`src/rtl/shift_sweep_ctrl.sv`:
```
// -----------------------------------------------------------------------------
// shift_sweep_ctrl
//   Sequencer around a combinational rotating barrel shifter. It accepts one
//   sweep request (word, direction, inclusive amount range) over a valid/ready
//   handshake. It then presents one shift amount per cycle to the shifter and
//   registers each shifter result into a backpressured output stream.
//
//   Optional build macro: SHIFT_SWEEP_CHECK_EN
//     When defined, every captured shifter result is compared with an internal
//     reference rotate. Any mismatch sets err, which stays set until reset.
//     When undefined, no reference logic is built and err is tied to 0.
//
// Ports
//   clk, reset             rising-edge clock, synchronous active-high reset
//   s_valid/s_ready        request handshake (s_ready high only in IDLE)
//   s_data, s_lr           word to rotate, direction (1 = left, 0 = right)
//   s_amt_lo/s_amt_hi      first and last (inclusive) amount of the sweep
//   shf_in/shf_amt/shf_lr  drive the barrel shifter
//   shf_out                barrel shifter result (combinational, same cycle)
//   m_valid/m_ready        result stream handshake
//   m_data/m_amt/m_last    registered result, its amount, end-of-sweep marker
//   busy                   high while a sweep is in RUN or FLUSH
//   err                    sticky self-check error
// -----------------------------------------------------------------------------
module shift_sweep_ctrl #(
  parameter int unsigned N = 5
) (
  input  logic                clk,
  input  logic                reset,
  input  logic                s_valid,
  output logic                s_ready,
  input  logic [(2**N)-1:0]   s_data,
  input  logic                s_lr,
  input  logic [N-1:0]        s_amt_lo,
  input  logic [N-1:0]        s_amt_hi,
  output logic [(2**N)-1:0]   shf_in,
  output logic [N-1:0]        shf_amt,
  output logic                shf_lr,
  input  logic [(2**N)-1:0]   shf_out,
  output logic                m_valid,
  input  logic                m_ready,
  output logic [(2**N)-1:0]   m_data,
  output logic [N-1:0]        m_amt,
  output logic                m_last,
  output logic                busy,
  output logic                err
);

  localparam int unsigned W = 2**N;

  typedef enum logic [1:0] {
    IDLE  = 2'd0,
    RUN   = 2'd1,
    FLUSH = 2'd2
  } state_e;

  state_e         state_q;
  logic [W-1:0]   data_q;
  logic [N-1:0]   cur_q;
  logic [N-1:0]   hi_q;
  logic           lr_q;
  logic           m_valid_q;
  logic [W-1:0]   m_data_q;
  logic [N-1:0]   m_amt_q;
  logic           m_last_q;
  logic           capture;

  // A result slot is free when it is empty or being consumed this cycle.
  assign capture = (state_q == RUN) && (!m_valid_q || m_ready);

`ifdef SHIFT_SWEEP_CHECK_EN
  logic           err_q;
  logic [2*W-1:0] dbl_l;
  logic [2*W-1:0] dbl_r;
  logic [W-1:0]   rot_ref;

  // Rotation via a doubled word: the wrapped-out bits land in the kept half.
  assign dbl_l   = {data_q, data_q} << cur_q;
  assign dbl_r   = {data_q, data_q} >> cur_q;
  assign rot_ref = lr_q ? dbl_l[2*W-1:W] : dbl_r[W-1:0];
  assign err     = err_q;
`else
  assign err     = 1'b0;
`endif

  // Sweep sequencer and result register.
  always_ff @(posedge clk) begin
    if (reset) begin
      state_q   <= IDLE;
      data_q    <= '0;
      cur_q     <= '0;
      hi_q      <= '0;
      lr_q      <= 1'b0;
      m_valid_q <= 1'b0;
      m_data_q  <= '0;
      m_amt_q   <= '0;
      m_last_q  <= 1'b0;
`ifdef SHIFT_SWEEP_CHECK_EN
      err_q     <= 1'b0;
`endif
    end else begin
      case (state_q)
        IDLE: begin
          if (s_valid) begin
            data_q  <= s_data;
            lr_q    <= s_lr;
            cur_q   <= s_amt_lo;
            hi_q    <= s_amt_hi;
            state_q <= RUN;
          end
        end
        RUN: begin
          if (capture) begin
            m_valid_q <= 1'b1;
            m_data_q  <= shf_out;
            m_amt_q   <= cur_q;
            m_last_q  <= (cur_q == hi_q);
`ifdef SHIFT_SWEEP_CHECK_EN
            if (shf_out != rot_ref) begin
              err_q <= 1'b1;
            end
`endif
            // Amount counter wraps modulo 2**N so hi < lo sweeps through zero.
            if (cur_q == hi_q) begin
              state_q <= FLUSH;
            end else begin
              cur_q <= cur_q + N'(1);
            end
          end
        end
        FLUSH: begin
          if (m_valid_q && m_ready) begin
            m_valid_q <= 1'b0;
            m_last_q  <= 1'b0;
            state_q   <= IDLE;
          end
        end
        default: begin
          state_q <= IDLE;
        end
      endcase
    end
  end

  // Handshake/status outputs decode the state register directly.
  assign s_ready = (state_q == IDLE);
  assign busy    = (state_q != IDLE);

  assign shf_in  = data_q;
  assign shf_amt = cur_q;
  assign shf_lr  = lr_q;

  assign m_valid = m_valid_q;
  assign m_data  = m_data_q;
  assign m_amt   = m_amt_q;
  assign m_last  = m_last_q;

endmodule

```
`config.mk`:
```
export PLATFORM = sky130hd
export DESIGN_NAME = shift_sweep_ctrl
export DESIGN_NICKNAME = d
export VERILOG_FILES = /design/src/rtl/shift_sweep_ctrl.sv
export SDC_FILE = /design/constraint.sdc
export NUM_CORES = 1
export LEC_CHECK = 0
export ABC_AREA = 0
export BUFFER_PORTS_ARGS = -buffer_cell sky130_fd_sc_hd__buf_4
export CELL_PAD_IN_SITES_DETAIL_PLACEMENT = 0
export CELL_PAD_IN_SITES_GLOBAL_PLACEMENT = 2
export CORE_UTILIZATION = 26
export CTS_CLUSTER_DIAMETER = 60
export DETAILED_ROUTE_END_ITERATION = 10
export PLACE_DENSITY = 0.85
export SLEW_MARGIN = 20
export SYNTH_ARGS = -nofsm -noshare
export SYNTH_HDL_FRONTEND = slang
export SYNTH_SLANG_ARGS = --single-unit
```
`constraint.sdc`:
```
create_clock -name clk -period 2.29 [get_ports clk]
set_input_delay 0.458 -clock clk [delete_from_list [all_inputs] [get_ports clk]]
set_output_delay 0.458 -clock clk [all_outputs]
set_load 0.03 [all_outputs]
```
==> impl_metrics.json, run 1 <==
{
  "outcome": "complete, no violations",
  "gr-total-overflow": 0,
  "critPathKind": "reg -> reg",
  "cap_violations": 0,
  "drt-vias-per-instance": 4.379,
  "drive_gt1_frac": 0.3375,
  "synth_edf_count": 0,
  "timing.fmax_mhz": 556.9,
  "grt_start_max_net_pins": 39,
  "post-cts-setup-buffer-count": 0,
  "rsz0062_at_grt": "false",
  "max-slew-margin-rel": 0.6375,
  "wl_um": 9437,
  "synthToLayoutAreaGrowth_pct": 48.70,
  "clk_latency_ns": 0.33,
  "fin_nets": 636,
  "fp.dieArea_mm2": 0.01301,
  "ys.flop_type": "dfxtp_1",
  "ctsResizeCount": 0,
  "die_h_um": 114.1,
  "start_kind": "flip-flop",
  "detail-route-antenna-nets": 0,
  "peakVddDrop_mv": 0.3050,
  "dp_hpwl_um": 6693,
  "drc": 0,
  "rows": 40,
  "yosysWarnings": 0,
  "finalSetupViolations": 0,
  "syn-num-nets": 489,
  "tightest_slew_ns": 0.5437,
  "cellLeakagePower_nw": 2.106,
  "clockRootBuffer": "clkbuf_16",
  "synth_cell_type_count": 42,
  "ys_async_sr_fraction": 0,
  "first_pass_iters": 4,
  "track_usage": 0.1484,
  "cts_hold_buf": 0,
  "cts_tree": "done",
  "finalClockSkew_ns": 0.003386,
  "fin_crit_ns": 1.796,
  "antenna_cells": 0,
  "fin_crit_sh": 0.7841,
  "yosys_register_bits": 84,
  "io_buffers": 157,
  "synth.avg_cell_area_um2": 7.984,
  "reg2reg_depth": 4,
  "critPathArrivalTime_ns": 2.02,
  "clock_path_buffers": 2,
  "powerDensity_mw_per_mm2": 903.3,
  "path_clk_slew_ns": 0.06,
  "htree_levels": 3,
  "crit_fanout": 9,
  "drt_iter0_markers": 125,
  "dr_total_vias": 3188,
  "wl_per_cell_um": 12.96,
  "worst-endpoint-required_ns": 2.51,
  "hold_viol": 0,
  "core_area_mm2": 0.01211,
  "synth_cells": 409,
  "hold_depth": 3,
  "holdCritPathClass": "in -> reg",
  "grt_pass1_vias": 2957,
  "cts_buffers": 9,
  "gp_congestion": 0.7488,
  "fp.dieW_um": 114.1,
  "seq_area_frac_synth": 0.5149,
  "synth_area_mm2": 0.003266,
  "grt_pass1_wl_um": 14940,
  "cp-end-kind": "flip-flop",
  "initial_core_util": 0.2696,
  "antenna_found_initial": 0,
  "io_pins": 159,
  "final_area_mm2": 0.004856,
  "dpl-instance-area_mm2": 0.004586,
  "slew_viol_final": 0,
  "cts_sinks": 84,
  "finalSetupTns_ns": 0
}
==> power breakdown <==
part / internal, W / leakage (nW) / switching (W) / total (W)
sequential: 0.00162 / 0.688 / 0.000121 / 0.00174
combinational: 0.000513 / 1.28 / 0.000796 / 0.00131
clock: 0.000785 / 0.135 / 0.000549 / 0.00133
total: 0.00292 / 2.11 / 0.00147 / 0.00439
==> worst max-delay path: stages (launching register included) <==
cell       delay (ns)
dfxtp_1          0.49
nor2b_2          0.09
a2111oi_4        0.56
a21bo_4          0.23
mux2_4           0.30
==> metal layers <==
metal / vias to the layer above / share of wire / global-route usage
met5: - / 0 / 0
met4: 0 / 0.017 / 0.06840
met3: 11 / 0.055 / 0.03441
met2: 84 / 0.49 / 0.2440
met1: 1454 / 0.44 / 0.1842
li1: 1639 / - / -
==> kinds of logic (layout without fill, tap and decap cells) <==
| family | Yosys count | in the layout | share of synthesized area |
|---|---|---|---|
| fa+ha+maj | 1 | 1 | 0.003831 |
| flops | 84 | 84 | 0.5149 |
| compound gates | 104 | 104 | 0.1866 |
| xor+xnor | 3 | 3 | 0.008047 |
| buf+inv | 32 | 183 | 0.05019 |
| other cells | 1 | 1 | 0.001148 |
| mux | 1 | 1 | 0.004596 |
| simple gates | 183 | 183 | 0.2307 |
==> flip-flops by register name, summed over array words and instances (netlist names) <==
register and cells:
m_data 32, shf_in 32, hi_q 5, m_amt 5
shf_amt 5, state_q 2, m_last 1, m_valid 1
shf_lr 1
==> through the flow <==
stage | utilization | worst slack, ns | hold slack, ns | power (W) | instances
after floorplan | - | 0.4959 | 0.4478 | 0.002592 | 409
after global placement | 0.3786 | 0.5230 | 0.4430 | 0.003085 | 713
after detailed placement | 0.3786 | 0.4883 | 0.4482 | 0.003101 | 713
after CTS | 0.4009 | 0.4830 | 0.3547 | 0.004467 | 728
after global routing | 0.4009 | 0.3637 | 0.3621 | 0.004649 | 728
final | 0.4009 | 0.4943 | 0.3691 | 0.004387 | 728
==> cell type report <==
cell class | count | area (µm²)
Sequential cell | 84 | 1682
Timing Repair Buffer | 164 | 1256
Tap cell | 168 | 210.2
Inverter | 4 | 15.01
Clock buffer | 13 | 260.3
Clock inverter | 2 | 10.01
Fill cell | 1286 | 7256
Multi-Input combinational cell | 293 | 1423
==> cell usage in the layout, fill, tap and decap left out, types with 2 or more instances in the layout <==
| cell | count |
|---|---|
| a21oi_1 | 87 |
| and3_2 | 2 |
| buf_12 | 2 |
| buf_4 | 162 |
| clkbuf_1 | 2 |
| clkbuf_16 | 9 |
| clkbuf_8 | 2 |
| clkinv_2 | 2 |
| dfxtp_1 | 84 |
| inv_1 | 4 |
| nand2_1 | 160 |
| nand2b_1 | 3 |
| nand3b_1 | 2 |
| nor2_1 | 3 |
| nor3b_1 | 3 |
| o211ai_1 | 3 |
| o21ai_0 | 2 |
| o32ai_1 | 3 |
| xor2_1 | 2 |
==> worst paths after layout <==
path	from	slack [ns]	end
worst max-delay path	shf_amt[0]$_SDFFE_PP0P_	0.49	shf_amt[1]$_SDFFE_PP0P_
worst min-delay path	s_data[28]	0.37	shf_in[28]$_SDFFE_PP0P_
worst max register to register	shf_amt[0]$_SDFFE_PP0P_	0.49	shf_amt[1]$_SDFFE_PP0P_
worst min register to register	m_amt[1]$_SDFFE_PP0P_	0.45	m_amt[1]$_SDFFE_PP0P_
==> synthesized netlist by cell type (all sizes together) (3+ instances only) <==
cell type / number / area [µm²]
nand2: 160 / 600.6
a21oi: 87 / 435.4
dfxtp: 84 / 1682
buf: 15 / 81.32
clkbuf: 12 / 55.05
inv: 4 / 15.01
nor2: 4 / 15.01
o32ai: 4 / 42.55
and3: 3 / 21.27
nand2b: 3 / 18.77
nor3b: 3 / 22.52
o211ai: 3 / 22.52
Power figures use the tool's default switching activity.
==> run 2: changes to the inputs <==
--- a/config.mk
+++ b/config.mk
@@ -9,10 +9,10 @@
 export BUFFER_PORTS_ARGS = -buffer_cell sky130_fd_sc_hd__buf_4
 export CELL_PAD_IN_SITES_DETAIL_PLACEMENT = 0
 export CELL_PAD_IN_SITES_GLOBAL_PLACEMENT = 2
-export CORE_UTILIZATION = 26
+export CORE_UTILIZATION = 24
 export CTS_CLUSTER_DIAMETER = 60
 export DETAILED_ROUTE_END_ITERATION = 10
-export PLACE_DENSITY = 0.85
+export PLACE_DENSITY = 0.79
 export SLEW_MARGIN = 20
 export SYNTH_ARGS = -nofsm -noshare
 export SYNTH_HDL_FRONTEND = slang
==> constraint.sdc (replaced) <==
create_clock -name clk -period 1.8 [get_ports clk]
set_input_delay 0.36 -clock clk [delete_from_list [all_inputs] [get_ports clk]]
set_output_delay 0.36 -clock clk [all_outputs]
set_load 0.03 [all_outputs]
==> run 2 against run 1 <==
Compared with the run above:
- combinational power is 34% higher
- via count grew 0.63%
- sequential share of layout area fell by 0.89 points
- first-iteration DRC count down 4.0%
- setup slack lost 0.36 ns
- cell area is 2.6% higher
- hold slack lost 0.11 ns
- clock skew up 0.0068 ns
- non-clock buffer count grew 7
- critical path type unchanged
- largest cell class unchanged
- highest routed layer unchanged
==> impl_metrics.json, run 2 (synthesis results as in run 1) <==
{
  "pwr-share-clk": 0.336,
  "fillCellCount": 1418,
  "cp_top_family": "simple AND/OR/NAND/NOR gates",
  "reg2reg_slack_ns": 0.13,
  "cp-end-kind": "flip-flop",
  "crit_path_top_delay_cell": "dfxtp_1",
  "cp_cell_sequence": "nor2b_1 > and4_1 > a21bo_4 > mux2_4",
  "fp.dieArea_mm2": 0.01408,
  "slew_viol_final": 0,
  "wl_per_cell_um": 13.41,
  "die_h_um": 118.7,
  "fin_crit_ns": 1.668,
  "final_core_util": 0.3763,
  "grt_start_max_net_pins": 36,
  "critical-path-max-stage-delay_ns": 0.51,
  "wl_um": 9974,
  "reg2reg_depth": 4,
  "mostFrequentLayoutCells": "buf_4 (168), nand2_1 (160), a21oi_1 (87), dfxtp_1 (84), clkbuf_16 (9)",
  "r2r-end": "shf_amt[1]$_SDFFE_PP0P_",
  "gr-total-overflow": 0,
  "cts_buffers": 9,
  "finalClockSkew_ns": 0.01020,
  "hold_depth": 3,
  "cts_sinks": 84,
  "rsz0062_at_grt": "false",
  "start_kind": "flip-flop",
  "antenna_found_initial": 0,
  "drive_gt1_frac": 0.3486,
  "initial_core_util": 0.2466,
  "cts_tree": "done",
  "core_area_mm2": 0.01324,
  "rows": 42,
  "grt_pass1_wl_um": 15730,
  "drc": 0,
  "synthToLayoutAreaGrowth_pct": 52.61,
  "r2r_start": "state_q[0]$_SDFFE_PP0P_",
  "power.share.sequential": 0.370,
  "ff_latch_area_mm2": 0.001682,
  "gp_congestion": 0.7837,
  "clockRootBuffer": "clkbuf_16",
  "cap_violations": 0,
  "holdCritPathClass": "in -> reg",
  "clk_latency_ns": 0.35,
  "fin_nets": 643,
  "ctsResizeCount": 0,
  "htree_levels": 3,
  "switchingPower_w": 0.001942,
  "finalSetupViolations": 0,
  "p_comb_frac": 0.294,
  "grt_pass1_vias": 3089,
  "final_area_mm2": 0.004984,
  "dp_hpwl_um": 7044,
  "worst-endpoint-required_ns": 2.03,
  "detail-route-antenna-nets": 0,
  "post-cts-setup-buffer-count": 0,
  "p_int_w": 0.004017,
  "crit_fanout": 11,
  "path_buf_inv": 0,
  "cellLeakagePower_nw": 2.170,
  "min-delay-start": "s_data[2]",
  "multi_input_area_mm2": 0.001428,
  "critPathArrivalTime_ns": 1.89,
  "first_pass_iters": 4,
  "antenna_cells": 0,
  "io_buffers": 157,
  "switching_share": 0.3259,
  "dpl-instance-area_mm2": 0.004666,
  "path_clk_slew_ns": 0.07,
  "finalSetupTns_ns": 0,
  "hold_viol": 0,
  "clock_path_buffers": 2,
  "io_pins": 159,
  "critPathKind": "reg -> reg",
  "holdWs_ns": 0.2622,
  "fin_crit_sh": 0.9267,
  "layout.cells.most_common": "buf_4",
  "power_w": 0.005960,
  "drt_iter0_markers": 120,
  "fp.dieW_um": 118.7,
  "cts_hold_buf": 0,
  "drt-vias-per-instance": 4.312,
  "track_usage": 0.1433,
  "min_to": "shf_in[2]$_SDFFE_PP0P_",
  "dr_total_vias": 3208,
  "timing.fmax_mhz": 599.5,
  "outcome": "complete, no violations",
  "peakVddDrop_mv": 0.4202,
  "powerDensity_mw_per_mm2": 1196
}
-- run 2: worst min-delay path, stage by stage --
cell and delay (ns):
buf_4 0.11, nand2_1 0.04, a21oi_1 0.05
-- run 2: worst max path at each step --
stage | to | cells after the start | from | slack, ns
global route | shf_amt[3]$_SDFFE_PP0P_ | 5 | state_q[0]$_SDFFE_PP0P_ | 0.008
finish | shf_amt[1]$_SDFFE_PP0P_ | 4 | state_q[0]$_SDFFE_PP0P_ | 0.13
global placement | shf_amt[1]$_SDFFE_PP0P_ | 4 | state_q[0]$_SDFFE_PP0P_ | 0.21
detailed placement | shf_amt[1]$_SDFFE_PP0P_ | 4 | state_q[0]$_SDFFE_PP0P_ | 0.17
CTS | busy | 3 | state_q[0]$_SDFFE_PP0P_ | 0.13
floorplan | shf_amt[1]$_SDFFE_PP0P_ | 4 | shf_amt[0]$_SDFFE_PP0P_ | 0.006
-- run 2: final cells by class --
class / instances / share of cell area
Tap cell: 176 / 0.04419
Multi-Input combinational cell: 293 / 0.2865
Inverter: 4 / 0.003013
Sequential cell: 84 / 0.3374
Clock inverter: 5 / 0.01506
Timing Repair Buffer: 171 / 0.2651
Clock buffer: 11 / 0.04871
-- run 2: power by group through the flow --
stage	combinational [W]	clock (W)	sequential, W
after floorplan	0.000708	0	0.00259
after global placement	0.00176	0	0.00224
after detailed placement	0.00177	0	0.00224
after CTS	0.00177	0.00207	0.00221
after global routing	0.00189	0.00216	0.00224
final	0.00175	0.00201	0.00220
-- run 2: metrics by stage --
step / setup slack [ns] / instances
final: 0.1319 / 744
after global routing: 0.008474 / 744
after CTS: 0.1322 / 744
after detailed placement: 0.1717 / 728
after global placement: 0.2131 / 728
after floorplan: 0.005930 / 409
-- run 2: per-layer routing --
metal	up-vias	part of all wire	routed length, µm	track usage
met5	-	0	0	0
met4	0	0.019	187	0.06646
met3	11	0.049	492	0.03716
met2	75	0.49	4840	0.2372
met1	1464	0.45	4454	0.1728
li1	1658	-	-	-
